## config.mk

```make
export PLATFORM = sky130hd
export DESIGN_NAME = deser_queue_ctrl
export DESIGN_NICKNAME = d
export VERILOG_FILES = /design/src/rtl/deser_queue_ctrl.sv
export SDC_FILE = /design/constraint.sdc
export NUM_CORES = 1
export LEC_CHECK = 0
export CAP_MARGIN = 30
export CORE_UTILIZATION = 44
export DETAILED_ROUTE_END_ITERATION = 16
export PLACE_DENSITY = 0.89
export SETUP_SLACK_MARGIN = 0.05
export SLEW_MARGIN = 25
export SYNTH_ARGS = -nofsm -noshare
export SYNTH_HDL_FRONTEND = slang
export SYNTH_SLANG_ARGS = --single-unit
```

## constraint.sdc

```tcl
create_clock -name clock -period 2.7 [get_ports clock]
set_input_delay 0.27 -clock clock [delete_from_list [all_inputs] [get_ports clock]]
set_output_delay 0.27 -clock clock [all_outputs]
set_load 0.02 [all_outputs]
```

## src/rtl/deser_queue_ctrl.sv

```systemverilog
// deser_queue_ctrl: moves deserializer bytes into an 8-entry byte queue and serves consumer pops
// Ports:
//   clock, reset       system clock; asynchronous active-low reset
//   deser_valid/data   assembled byte from the deserializer (one-cycle pulse)
//   status_out         flow control to the deserializer, with hysteresis
//   q_enq/q_wdata      queue write strobe and data
//   q_len              queue occupancy
//   q_deq/q_rdata      queue read strobe and registered head data
//   rd_req             consumer pop request (one-cycle pulse)
//   rd_valid/data/err  pop response; rd_err flags a pop on an empty queue
//   drop_cnt           saturating count of dropped bytes
//   busy               FSM active or a request pending
module deser_queue_ctrl #(
    parameter int DEPTH   = 8,
    parameter int LEN_W   = 4,
    parameter int HI_MARK = 7,
    parameter int LO_MARK = 4
) (
    input  logic             clock,
    input  logic             reset,
    input  logic             deser_valid,
    input  logic [7:0]       deser_data,
    output logic             status_out,
    output logic             q_enq,
    output logic [7:0]       q_wdata,
    input  logic [LEN_W-1:0] q_len,
    output logic             q_deq,
    input  logic [7:0]       q_rdata,
    input  logic             rd_req,
    output logic             rd_valid,
    output logic [7:0]       rd_data,
    output logic             rd_err,
    output logic [7:0]       drop_cnt,
    output logic             busy
);
    typedef enum logic [2:0] {IDLE, PUSH, POP, POP_WAIT, POP_CAP} state_t;
    state_t state, state_n;
    logic push_pend, pop_pend, push_clr, pop_clr, cap, err_rsp, accept;
    logic [7:0] hold;
    logic [LEN_W:0] occ;
    // a byte already held counts as occupancy so the deserializer is throttled early
    assign occ = {1'b0, q_len} + {{LEN_W{1'b0}}, push_pend};
    assign accept = deser_valid & ~push_pend & (occ < (LEN_W+1)'(DEPTH));
    assign q_enq = (state == PUSH);
    assign q_deq = (state == POP);
    assign q_wdata = q_enq ? hold : 8'h00;
    assign busy = (state != IDLE) | push_pend | pop_pend;
    always_ff @(posedge clock or negedge reset) begin
        if (!reset) state <= IDLE;
        else state <= state_n;
    end
    always_comb begin
        state_n = state;
        push_clr = 1'b0;
        pop_clr = 1'b0;
        cap = 1'b0;
        err_rsp = 1'b0;
        case (state)
            IDLE: begin
                if (push_pend) state_n = PUSH;
                else if (pop_pend && q_len != '0) state_n = POP;
                else if (pop_pend) begin
                    err_rsp = 1'b1;
                    pop_clr = 1'b1;
                end
            end
            PUSH: begin
                push_clr = 1'b1;
                state_n = IDLE;
            end
            POP: state_n = POP_WAIT;
            // queue read data is registered, so give it one cycle to settle
            POP_WAIT: state_n = POP_CAP;
            POP_CAP: begin
                cap = 1'b1;
                pop_clr = 1'b1;
                state_n = IDLE;
            end
            default: state_n = IDLE;
        endcase
    end
    always_ff @(posedge clock or negedge reset) begin
        if (!reset) begin
            push_pend <= 1'b0;
            pop_pend <= 1'b0;
            hold <= 8'h00;
            drop_cnt <= 8'h00;
            status_out <= 1'b1;
            rd_valid <= 1'b0;
            rd_err <= 1'b0;
            rd_data <= 8'h00;
        end else begin
            push_pend <= push_pend ? ~push_clr : accept;
            // a request arriving while one is pending is ignored
            pop_pend <= pop_pend ? ~pop_clr : rd_req;
            if (accept) hold <= deser_data;
            if (deser_valid && !accept && drop_cnt != 8'hFF) drop_cnt <= drop_cnt + 8'd1;
            status_out <= (occ >= (LEN_W+1)'(HI_MARK)) ? 1'b0 :
                          (occ <= (LEN_W+1)'(LO_MARK)) ? 1'b1 : status_out;
            rd_valid <= cap | err_rsp;
            rd_err <= err_rsp;
            if (cap) rd_data <= q_rdata;
        end
    end
endmodule

```

==> impl_metrics.toml <==
[sta]
hold_viol = 0
fmax_mhz = 438
post-route-period-util = 0.846
final.setup.worst_slack_ps = 415
final_max_slew_viol_count = 0
relSlewSlack = 0.549
rsz0062_at_grt = "false"
worst_slew_pin_slew_ps = 675
period_needed_ps = 2290
setup_viol = 0
tns_ps = 0
fin_skew_ps = 5.61

[clock_network]
cts-root-buf = "clkbuf_4"
insertion_delay_ps = 330
post_cts_buffers = 0
cts_made_buffers = 5
htreeDepth = 2
clock_sinks = 32
hold_buffers = 0
cts_tree = "built"
clock_path_buffers = 2
cts_resized = 0
clk_pin_slew_worst_paths_ps = 100

[final_layout]
fillers = 234
final_net_count = 206
most-common-layout-cells = "clkdlybuf4s50_1 (53), dfrtp_1 (31), mux2_2 (18)"
final_cell_area_um2 = 2130
multi_input_area_um2 = 647
n_antenna_cell = 0
final-seq-area_um2 = 802
fin_cells = 224
final_common_cell = "clkdlybuf4s50_1"
area_delta_synth_final_pct = 44.1
drive_gt1_frac = 0.200

[power]
intPower_uw = 1400
swShare = 0.374
leakage_uw = 0.000892
p_sw_uw = 833
p_comb_frac = 0.482
pwr_density_cell_nw_per_um2 = 1040
p_clk_frac = 0.126
ir_worst_vdd_mv = 0.678
p_seq_frac = 0.392

[synth]
syn_inst = 119
synthMuxAreaShare = 0.144
ys.flop_type = "dfrtp_1"
synthXorXnorAreaFrac = 0.0355
synth-async-reset-ratio = 1.00
ys_ff_latch = 32
synth_cell_types = 36
synth_enable_flop_cells = 0
synth.avg_cell_area_um2 = 12.4
syn-cell-area_um2 = 1480
synth_compound_area_frac = 0.0355
yosys.area_share.simple = 0.190
syn_nets = 146
ys_warn_count = 0
synthAdderAreaFrac = 0.0321
synth_top_family_by_area = "simple AND/OR/NAND/NOR gates"
ys_seq_area_frac = 0.542

[setup_path]
endpoint = "q_wdata[1]"
cp_num_buf_inv = 2
rr_startpoint = "push_pend$_DFF_PN0_"
slowest_stage = "clkdlybuf4s50_1"
cp.arrival_ps = 2020
worstPathMaxFanout = 10
crit_required_ps = 2430
worstSetupEndpointType = "output pin"
crit_type = "flop to output pin"
rr_endpoint = "hold[7]$_DFFE_PN0P_"
rr_worst_depth = 6
path_depth = 4
critPathLaunch = "state[0]$_DFFE_PN0P_"
crit_path_max_incr_delay_ps = 610
cp_top_family = "buffers and inverters"
worstPathCellList = "nor3b_1 > buf_4 > and2_1 > clkdlybuf4s50_1"
start_kind = "flop"
reg2reg_slack_ps = 670

[drt]
wl_per_cell_um = 13.9
ant_nets = 0
drc = 0
routed_wl_mm = 3.11
dr.pass1.iters = 4
first_iter_violations = 24
via_count = 1146
via_per_inst = 5.12

[floorplan]
core_um2 = 3130
die_h_um = 60
ios = 54
dieWidth_um = 60
start_util = 0.473
die_area_um2 = 3600
rows = 20

[run]
maxCapViolCount = 0

[place]
gp_congestion = 0.797
numPortBuffers = 53
post-dp-hpwl_mm = 2.37
place_area_um2 = 2070
dp.cells = 216
place_ws_ps = 423

[grt]
grt_pass1_wl_mm = 5.19
grt_usage = 0.202
grt_remaining_overflow = 0
grt_start_max_net_pins = 20
grt_pass1_vias = 1172
antenna_found_initial = 0

[run_status]
run_status = "finished clean"

[worst_hold_path]
hp-class = "input port to asynchronous set/reset pin"
==> logic make-up (layout without fill, tap and decap cells) <==
family / count (synthesis) / in the layout
simple gates: 45 / 45
flops: 32 / 32
mux: 19 / 19
buf+inv: 7 / 68
compound gates: 6 / 6
xor+xnor: 6 / 6
fa+ha+maj: 4 / 4
==> stage by stage <==
step / hold WS (ps) / total power (uW) / util
floorplan: -25.6 / 1460 / -
global placement: 481 / 1910 / 0.662
detailed placement: 487 / 1960 / 0.662
CTS: 347 / 2260 / 0.682
global route: 376 / 2380 / 0.682
finish: 344 / 2230 / 0.682
==> Yosys cell counts (3+ instances only) <==
cell | number | share of area
dfrtp_1 | 31 | 0.52
mux2_2 | 18 | 0.14
and2_1 | 8 | 0.034
nor2_1 | 6 | 0.015
nand4_1 | 5 | 0.021
and3_1 | 4 | 0.017
inv_1 | 4 | 0.010
xnor2_1 | 4 | 0.024
ha_1 | 3 | 0.025
nand2_1 | 3 | 0.0076
nand2b_1 | 3 | 0.013
nor3_1 | 3 | 0.010
nor3b_1 | 3 | 0.015
==> flip-flops by register name, summed over array words and instances (netlist names) <==
| signal | count |
|---|---|
| state | 3 |
| drop_cnt | 8 |
| hold | 8 |
| push_pend | 1 |
| rd_data | 8 |
| pop_pend | 1 |
| status_out | 1 |
| rd_valid | 1 |
| rd_err | 1 |
==> worst min path at each step <==
| stage | depth (start not counted) | startpoint | to |
|---|---|---|---|
| after floorplan | 0 | reset | drop_cnt[0]$_DFFE_PN0P_ |
| after global placement | 1 | hold[1]$_DFFE_PN0P_ | hold[1]$_DFFE_PN0P_ |
| after detailed placement | 1 | hold[2]$_DFFE_PN0P_ | hold[2]$_DFFE_PN0P_ |
| after CTS | 1 | reset | drop_cnt[2]$_DFFE_PN0P_ |
| after global routing | 1 | reset | hold[5]$_DFFE_PN0P_ |
| final | 1 | reset | drop_cnt[2]$_DFFE_PN0P_ |
==> routing by layer <==
layer  up-vias  share of wire  global-route usage
met5         -              0                   0
met4         0          0.025              0.0997
li1        543              -                   -
met1       543           0.40               0.217
met2        52           0.51               0.356
met3         8          0.060              0.0628
==> area by class of cell <==
cell class                 count  area share
sequential                    32       0.376
multi-input combinational     80       0.303
timing repair buffer          56       0.259
tap                           44      0.0258
clock buffer                   6      0.0240
inverter                       4     0.00704
clock inverter                 2     0.00469
==> worst reg2reg max path, cell delays in order, from the launching register on <==
cell     delay (ps)
dfrtp_1         460
ha_1            230
ha_1            220
nor3b_1         190
mux2i_1         120
or2_1           360
mux2_2          330
==> power by group through the flow <==
stage	Combinational (uW)	Clock (uW)	Sequential, uW
after floorplan	501	0	962
after global placement	1040	0	869
after detailed placement	1080	0	884
after CTS	1090	294	875
after global routing	1150	316	909
final	1070	282	874
Note: power is estimated with default switching activity, not from simulation.
